[config.mk]
export PLATFORM = sky130hd
export DESIGN_NAME = tx_ffe_eq
export DESIGN_NICKNAME = d
export VERILOG_FILES = /design/src/rtl/tx_ffe_eq.sv
export SDC_FILE = /design/constraint.sdc
export NUM_CORES = 1
export LEC_CHECK = 0
export ABC_AREA = 1
export BUFFER_PORTS_ARGS = -buffer_cell sky130_fd_sc_hd__buf_2
export CAP_MARGIN = 5
export CORE_UTILIZATION = 49
export DETAILED_ROUTE_END_ITERATION = 8
export PLACE_DENSITY = 0.8
export SLEW_MARGIN = 20
export SYNTH_ARGS = -nofsm -noshare
export SYNTH_HDL_FRONTEND = slang
export SYNTH_SLANG_ARGS = --single-unit
[constraint.sdc]
create_clock -name bit_clk -period 4.91 [get_ports bit_clk]
set_input_delay 0.491 -clock bit_clk [delete_from_list [all_inputs] [get_ports bit_clk]]
set_output_delay 0.491 -clock bit_clk [all_outputs]
set_load 0.01 [all_outputs]
[src/rtl/tx_ffe_eq.sv]
// rtl/tx_ffe_eq.sv - N-tap transmit feed-forward equaliser with coefficient request handshake
// Produces a registered signed drive code per bit; new tap sets are rule-checked then swapped in atomically.
module tx_ffe_eq #(
    parameter int PRE_TAPS  = 1,
    parameter int POST_TAPS = 1,
    parameter int CW        = 6
) (
    input  logic                    bit_clk,
    input  logic                    reset,
    input  logic                    bit_in,
    input  logic                    elec_idle,
    input  logic                    select_reduced_swing,
    input  logic [CW-1:0]           FS,
    input  logic [CW-1:0]           LF,
    input  logic                    coef_req,
    input  logic [PRE_TAPS*CW-1:0]  coef_pre_in,
    input  logic [POST_TAPS*CW-1:0] coef_post_in,
    output logic                    coef_busy,
    output logic                    coef_ack,
    output logic                    coef_ok,
    output logic [CW-1:0]           c0_out,
    output logic [CW:0]             drive_code
);
    localparam int D  = PRE_TAPS + POST_TAPS + 1;
    localparam int SW = CW + 4;

    typedef enum logic [1:0] {
        S_IDLE,
        S_CHECK,
        S_APPLY,
        S_REJECT
    } state_t;

    state_t state_q, state_d;

    // Only the newest D-1 bits are stored; the oldest tap reads the register
    // output before it is shifted out, giving a full D-deep window in hist_d.
    logic [D-2:0]            hist_q;
    logic [D-1:0]            hist_d;

    logic [PRE_TAPS*CW-1:0]  pre_q, pre_sh_q;
    logic [POST_TAPS*CW-1:0] post_q, post_sh_q;
    logic [CW-1:0]           c0_q, fs_sh_q, lf_sh_q;
    logic [CW:0]             drive_q, drive_d;
    logic                    ack_q, ok_q;

    logic signed [SW-1:0]    sum_pre, sum_post, c0_calc, margin;
    logic                    pre_in_range, legal;
    logic signed [CW:0]      acc;

    assign hist_d = {hist_q, bit_in};

    always_comb begin
        sum_pre      = '0;
        sum_post     = '0;
        pre_in_range = 1'b1;
        for (int k = 0; k < PRE_TAPS; k++) begin
            sum_pre = sum_pre + $signed(SW'(pre_sh_q[k*CW +: CW]));
            if (pre_sh_q[k*CW +: CW] > (fs_sh_q >> 2)) begin
                pre_in_range = 1'b0;
            end
        end
        for (int k = 0; k < POST_TAPS; k++) begin
            sum_post = sum_post + $signed(SW'(post_sh_q[k*CW +: CW]));
        end
        c0_calc = $signed(SW'(fs_sh_q)) - sum_pre - sum_post;
        margin  = c0_calc - sum_pre - sum_post;
        legal   = pre_in_range && (c0_calc >= 0) && (margin >= $signed(SW'(lf_sh_q)));
    end

    always_comb begin
        state_d   = state_q;
        coef_busy = 1'b1;
        case (state_q)
            S_IDLE: begin
                coef_busy = 1'b0;
                if (coef_req) begin
                    state_d = S_CHECK;
                end
            end
            S_CHECK:  state_d = legal ? S_APPLY : S_REJECT;
            S_APPLY:  state_d = S_IDLE;
            S_REJECT: state_d = S_IDLE;
            default:  state_d = S_IDLE;
        endcase
    end

    // Wraparound in CW+1 bits is harmless: an applied set sums to at most FS,
    // so the final value always fits even if partial sums do not.
    always_comb begin
        acc = hist_d[PRE_TAPS] ? $signed({1'b0, c0_q}) : -$signed({1'b0, c0_q});
        for (int k = 0; k < PRE_TAPS; k++) begin
            if (hist_d[PRE_TAPS-1-k]) begin
                acc = acc - $signed({1'b0, pre_q[k*CW +: CW]});
            end else begin
                acc = acc + $signed({1'b0, pre_q[k*CW +: CW]});
            end
        end
        for (int k = 0; k < POST_TAPS; k++) begin
            if (hist_d[PRE_TAPS+1+k]) begin
                acc = acc - $signed({1'b0, post_q[k*CW +: CW]});
            end else begin
                acc = acc + $signed({1'b0, post_q[k*CW +: CW]});
            end
        end
        if (select_reduced_swing) begin
            acc = acc >>> 1;
        end
        drive_d = elec_idle ? '0 : acc;
    end

    always_ff @(posedge bit_clk or posedge reset) begin
        if (reset) begin
            state_q <= S_IDLE;
        end else begin
            state_q <= state_d;
        end
    end

    always_ff @(posedge bit_clk or posedge reset) begin
        if (reset) begin
            hist_q    <= '0;
            pre_q     <= '0;
            post_q    <= '0;
            c0_q      <= '0;
            pre_sh_q  <= '0;
            post_sh_q <= '0;
            fs_sh_q   <= '0;
            lf_sh_q   <= '0;
            drive_q   <= '0;
            ack_q     <= 1'b0;
            ok_q      <= 1'b0;
        end else begin
            hist_q  <= hist_d[D-2:0];
            drive_q <= drive_d;
            ack_q   <= (state_q == S_APPLY) || (state_q == S_REJECT);
            ok_q    <= (state_q == S_APPLY);
            if ((state_q == S_IDLE) && coef_req) begin
                pre_sh_q  <= coef_pre_in;
                post_sh_q <= coef_post_in;
                fs_sh_q   <= FS;
                lf_sh_q   <= LF;
            end
            // Swapping on this edge means drive_d for this edge still used the old set.
            if (state_q == S_APPLY) begin
                pre_q  <= pre_sh_q;
                post_q <= post_sh_q;
                c0_q   <= c0_calc[CW-1:0];
            end
        end
    end

    assign coef_ack   = ack_q;
    assign coef_ok    = ok_q;
    assign c0_out     = c0_q;
    assign drive_code = drive_q;

endmodule
==> parameters.txt, run 1 <==
Parameter                              Value

Clock tree
  Number of levels the H-tree was split into    2
  Clock latency on the worst-skew pair    roughly 320 ps
  TritonCTS clock tree    done
  Buffer cell driving the clock tree root    sky130_fd_sc_hd__clkbuf_8
  Worst-path clk slew    110 ps
  # clock sinks    55
  Number of buffers created by CTS    5
  Maximum buffer depth of the clock tree    2

Worst hold path
  Class of the worst hold path    in -> reg

Timing
  Period utilization    94.7%
  Clk_skew    approximately 15 ps
  Tightest Pin Transition    ~780 ps
  Slew margin rel.    47.7%
  Final critical path time including I/O delays and setup    roughly 4700 ps
  Worst Hold Margin    around 320 ps
  Worst Setup Slack, final    259 ps
  Final number of hold-violating endpoints    0
  Final setup viols    0
  Fin. max-slew vios    0
  Fmax achieved    215 MHz

Detailed routing
  DRC violations left    0
  Post-detailed-route count of antenna-violating nets    0
  Wire length after detailed routing    9050 um
  Total number of vias    3439
  Ratio of routed vias to standard cells    roughly 5.2
  Router iterations before antenna repair    4
  Initial drt markers    159
  Routed length per instance    approximately 14 um

Global route
  Pin count of the biggest net entering global routing    56
  Global-route wire length before repair    14900 um
  Number of antenna violations at the first check in global routing    0
  Number of global-route vias before repair    3461
  Global route overflow    0
  Overall track demand over capacity in global routing    around 22%

Critical path
  Sort of element at the start of the critical path    flop
  Crit path buffers/inverters    3
  Crit path largest cell delay    440 ps
  Slowest cell on crit path    sky130_fd_sc_hd__fa_1
  Critical path peak fanout    4
  Data required time at the worst endpoint    5110 ps
  Arrival time reported for the critical path endpoint    4850 ps
  Classification of the worst setup path    reg -> reg
  Kind of cell adding the most delay to the critical path    adder cells
  Endpoint type of the worst setup path    flop

Synth
  Number of distinct library cell variants in the gate-level netlist after synthesis    32
  Avg Inst Size Synth    a little under 8 um2
  Number of register bits inferred by synthesis    55
  Number of enable flip-flop cells after synthesis    0
  Most frequently used cell type in the post-synthesis netlist    sky130_fd_sc_hd__nand2_1
  Commonest cells post-synth    sky130_fd_sc_hd__nand2_1 (87), sky130_fd_sc_hd__inv_1 (86), sky130_fd_sc_hd__dfrtp_1 (55)
  Share of the synthesized area in the top cell type    34.1%
  Post-synthesis cell count    508
  Ys Warns    0
  Post-synthesis async set-or-reset flop share    100%
  Portion of the post-synthesis area used by sequential elements    34.1%
  Main synth FF type    sky130_fd_sc_hd__dfrtp_1
  Net count after synthesis    591
  Biggest area contributors in the synthesized netlist    sky130_fd_sc_hd__dfrtp_1 (34%), sky130_fd_sc_hd__ha_1 (14%), sky130_fd_sc_hd__nand2_1 (8.1%)
  Library cell with the largest summed area after synthesis    sky130_fd_sc_hd__dfrtp_1
  Post-Synthesis Cell Area    4040 um2

Layout
  Diode insertion count for antenna repair    0
  Signed area change from the synthesized netlist to the final layout    13.2%
  Share of final-layout standard cells stronger than drive strength 1    16.2%
  Filler cells    about 730
  Nets    640

Floorplan
  Starting utilization of the core area    51.5%
  Core area    around 8000 um2
  Area of the die    8610 um2
  Chip height    ~93 um
  Standard-cell row count    32
  Die W    between 90 and 100 um
  IO Count    46

Placed design
  Port Buf Inserts    45
  Final weighted congestion of routability-driven global placement    between 0.9 and 1
  Worst setup slack after placement    220 ps
  Post-DP HPWL    7010 um

Run
  Max-capacitance violation count    0

Status
  Result of the run    finished, final reports clean
[worst paths after layout]
path                        startpoint            end  slack (ps)  cells past startpoint
hold reg to reg             state_q[1]       coef_ack         440                      0
setup / recovery           pre_sh_q[0]     state_q[0]         260                     25
max in group asynchronous        reset    pre_sh_q[1]        4070                      3
setup reg to reg           pre_sh_q[0]     state_q[0]         260                     25
hold / removal               elec_idle  drive_code[6]         320                      2
min in group asynchronous        reset        coef_ok         350                      3
[cells in the final DEF, fill, tap and decap left out, types with 2 or more instances in the layout]
| master | n |
|---|---|
| sky130_fd_sc_hd__o21ai_0 | 32 |
| sky130_fd_sc_hd__mux2_2 | 3 |
| sky130_fd_sc_hd__a31oi_1 | 2 |
| sky130_fd_sc_hd__clkbuf_8 | 6 |
| sky130_fd_sc_hd__dfrtp_1 | 53 |
| sky130_fd_sc_hd__xnor2_1 | 12 |
| sky130_fd_sc_hd__nand4_1 | 6 |
| sky130_fd_sc_hd__buf_4 | 5 |
| sky130_fd_sc_hd__nand2_2 | 4 |
| sky130_fd_sc_hd__ha_1 | 40 |
| sky130_fd_sc_hd__dfrtp_2 | 2 |
| sky130_fd_sc_hd__nor3_1 | 3 |
| sky130_fd_sc_hd__inv_1 | 85 |
| sky130_fd_sc_hd__nor2_1 | 48 |
| sky130_fd_sc_hd__nand3_1 | 19 |
| sky130_fd_sc_hd__nor2_2 | 3 |
| sky130_fd_sc_hd__ha_2 | 2 |
| sky130_fd_sc_hd__buf_2 | 45 |
| sky130_fd_sc_hd__xor2_2 | 3 |
| sky130_fd_sc_hd__nand2_1 | 87 |
| sky130_fd_sc_hd__xor2_1 | 15 |
| sky130_fd_sc_hd__o211ai_2 | 2 |
| sky130_fd_sc_hd__nand3_2 | 2 |
| sky130_fd_sc_hd__a21oi_1 | 48 |
| sky130_fd_sc_hd__fa_1 | 8 |
| sky130_fd_sc_hd__a21o_1 | 3 |
| sky130_fd_sc_hd__nor4_1 | 2 |
| sky130_fd_sc_hd__ha_4 | 2 |
| sky130_fd_sc_hd__a21oi_2 | 2 |
[cells by family (layout without fill, tap and decap cells)]
kind of cell / count (synthesis) / count (layout) / share of synthesized area (%)
simple gates: 177 / 177 / 18.7
buf+inv: 95 / 144 / 9.04
compound gates: 94 / 94 / 12.6
flops: 55 / 55 / 34.1
fa+ha+maj: 53 / 53 / 18.1
xor+xnor: 31 / 31 / 6.72
mux: 3 / 3 / 0.836
[per-stage QoR]
step | TNS, ps | area, um2 | std cells | utilization, %
5_1_grt | -88.0 | 4570 | 659 | 58.3
3_5_place_dp | 0 | 4360 | 648 | 55.6
2_1_floorplan | 0 | 4040 | 508 | -
6_report | 0 | 4570 | 659 | 58.3
3_3_place_gp | 0 | 4360 | 648 | 55.6
4_1_cts | 0 | 4450 | 655 | 56.8
[worst reg2reg max path, delay by kind of cell (launching register included)]
| family | cells | cell delay, ps |
|---|---|---|
| buf+inv | 3 | 250 |
| fa+ha+maj | 6 | 2060 |
| compound gates | 3 | 560 |
| flops | 1 | 420 |
| simple gates | 10 | 740 |
| xor+xnor | 3 | 520 |
[registers in the layout (all words and copies together), names as in the netlist, 6 cells and up]
name	count
drive_code	7
lf_sh_q	6
pre_sh_q	6
post_q	6
fs_sh_q	6
pre_q	6
post_sh_q	6
c0_out	6
[layout make-up]
class,count,area [um2],share of cell area (%)
clock inverters,1,8.76,0.192
inverters,87,327,7.14
multi-input cells,358,2390,52.2
clock buffers,6,82.6,1.81
well taps,102,128,2.79
flip-flops and latches,55,1380,30.2
repair buffers,50,263,5.75
[repair_timing]
action	in CTS	in global routing
gates resized for setup	0	16
endpoints found under the setup margin	0	1
buffers inserted	0	4
hold buffers	0	0
[metal layers]
metal  up-vias  global-route usage [%]  wire length (um)
met5         -                       0                 0
met1      1592                    26.7              3940
met3        28                    3.37               374
met4         0                    10.0               363
met2        93                    38.4              4380
li1       1726                       -                 -
Power of run 1 is not shown: default switching activity piles up to over one toggle a cycle in this logic, so the estimate is an artifact.
==> run 2, diff against run 1 <==
--- a/config.mk
+++ b/config.mk
@@ -8,9 +8,9 @@
 export ABC_AREA = 1
 export BUFFER_PORTS_ARGS = -buffer_cell sky130_fd_sc_hd__buf_2
 export CAP_MARGIN = 5
-export CORE_UTILIZATION = 49
+export CORE_UTILIZATION = 40
 export DETAILED_ROUTE_END_ITERATION = 8
-export PLACE_DENSITY = 0.8
+export PLACE_DENSITY = 0.69
 export SLEW_MARGIN = 20
 export SYNTH_ARGS = -nofsm -noshare
 export SYNTH_HDL_FRONTEND = slang
==> run 2 against run 1 <==
Sequential share of layout area is 0.058 points lower. Via count hardly changed. Clock skew is 5.5 ps lower. Critical path depth is 1 higher. Setup slack worse by 3.2 ps. Non-clock buffer count is 2 lower.
==> parameters.txt, run 2 (same netlist as run 1, synthesis figures left out) <==
Parameter                              Value

Detailed routing
  Initial drt markers    167
  Routed length per instance    roughly 13 um
  Router iterations before antenna repair    4
  Total number of vias    about 3400
  Post-detailed-route count of antenna-violating nets    0
  DRC violations left    0
  Ratio of routed vias to standard cells    5.00
  Wire length after detailed routing    ~9200 um

Clock tree
  Hold buffer count at cts    0
  # clock sinks    55
  Maximum buffer depth of the clock tree    2
  Clock latency on the worst-skew pair    310 ps
  Number of buffers created by CTS    5
  Buffer cell driving the clock tree root    sky130_fd_sc_hd__clkbuf_8
  Worst-path clk slew    ~100 ps
  Number of levels the H-tree was split into    2
  TritonCTS clock tree    done

Critical path
  Arrival time reported for the critical path endpoint    about 4900 ps
  Slowest cell on crit path    sky130_fd_sc_hd__fa_1
  Classification of the worst setup path    reg -> reg
  FF-to-FF path depth    26
  Critical path peak fanout    4
  Library cell appearing most often on the critical path    sky130_fd_sc_hd__inv_1
  Crit path largest cell delay    450 ps
  Data required time at the worst endpoint    between 5000 and 6000 ps
  Endpoint type of the worst setup path    flop
  Reg2Reg Launch Point    pre_sh_q[3]
  Sort of element at the start of the critical path    flop
  R2R Setup Slk    ~260 ps
  Reg-to-Reg End    state_q[0]

Timing
  Fin. max-slew vios    0
  Period utilization    94.8%
  Final setup viols    0
  Fmax achieved    215 MHz
  Final number of hold-violating endpoints    0
  Tightest Pin Transition    783 ps
  Final critical path time including I/O delays and setup    4650 ps
  Sum of negative setup slack    0 ps
  Clk_skew    between 9 and 10 ps
  Slew margin rel.    a little under half
  Worst Setup Slack, final    256 ps

Floorplan
  Starting utilization of the core area    around two fifths
  Area of the die    10500 um2
  Die W    slightly above 100 um
  Standard-cell row count    36
  IO Count    46
  Chip height    103 um
  Core area    between 9000 and 10000 um2

Run
  Max-capacitance violation count    0

Global route
  Overall track demand over capacity in global routing    18.5%
  Global route overflow    0
  Pin count of the biggest net entering global routing    56
  Global-route wire length before repair    15100 um
  Number of global-route vias before repair    roughly 3300
  Number of antenna violations at the first check in global routing    0

Placed design
  Post-DP HPWL    7160 um
  Worst setup slack after placement    179 ps
  Post-Place Cell Area    4400 um2
  Port Buf Inserts    45
  Final weighted congestion of routability-driven global placement    0.929

Layout
  Diode insertion count for antenna repair    0
  Commonest cells after routing, fill and taps aside    sky130_fd_sc_hd__nand2_1 (87), sky130_fd_sc_hd__inv_1 (85), sky130_fd_sc_hd__dfrtp_1 (53), sky130_fd_sc_hd__nor2_1 (48), sky130_fd_sc_hd__a21oi_1 (48)
  Nets    638
  Signed area change from the synthesized netlist to the final layout    13.4%
  Filler cells    969
  Max FFs per register    7
  Final standard cell area without fillers    4580 um2
  Area used by sequential logic in the layout    1380 um2
  Multi-input gate area in the final layout    about 2400 um2
  Most common library cell in the layout ignoring fill and taps    sky130_fd_sc_hd__nand2_1
  Share of final-layout standard cells stronger than drive strength 1    15.1%

Worst hold path
  Worst Hold Endpoint    drive_code[6]
  Class of the worst hold path    in -> reg
  Startpoint of the lowest-slack hold path    elec_idle
  Count of cells along the worst hold path    2

Status
  Result of the run    finished, final reports clean
run 2: cell count changes in the layout (fill, tap and decap cells not counted), sizes merged:
cell / change
buf: -2
bufinv: +1
inv: -1
run 2: routing by layer:
layer  vias up  GRT usage, %  wire length [um]
met4         0          9.01               386
met3        31          2.85               442
met2        89          29.8              4150
met1      1601          24.3              4190
met5         -             0                 0
li1       1717             -                 -
run 2: worst max-delay path by stage:
stage                      from  cells past startpoint  slack, ps          to
floorplan           pre_sh_q[0]                     25        580  state_q[0]
global placement    pre_sh_q[0]                     25        360  state_q[0]
detailed placement  pre_sh_q[0]                     25        180  state_q[0]
CTS                 pre_sh_q[0]                     25        160  state_q[0]
global route         fs_sh_q[0]                     26        -20  state_q[0]
finish              pre_sh_q[3]                     26        260  state_q[0]
run 2: cell type report:
class,count,area share (%)
multi-input combinational,358,51.5
sequential,55,30.1
inverter,87,7.13
timing repair buffer,48,5.41
tap,133,3.63
clock buffer,6,1.58
clock inverter,1,0.655
run 2: worst max-delay path: cells and delay by family (launching register included):
family          cells  cell delay [ps]
compound gates      3              530
xor+xnor            3              540
fa+ha+maj           5             1850
buf+inv             5              450
flops               1              410
simple gates       10              760
run 2: through the flow:
stage / std cells / util, % / hold slack, ps
floorplan: 508 / - / 414
global placement: 679 / 45.0 / 408
detailed placement: 679 / 45.0 / 406
CTS: 686 / 46.1 / 341
global route: 688 / 46.9 / 347
finish: 688 / 46.9 / 349
run 2: repair_timing:
item | CTS | global route
gates resized for setup | 0 | 13
setup endpoints to repair | 0 | 1
hold endpoints to repair | 0 | 0
setup buffers | 0 | 2
Power of run 2 is left out for the same reason.
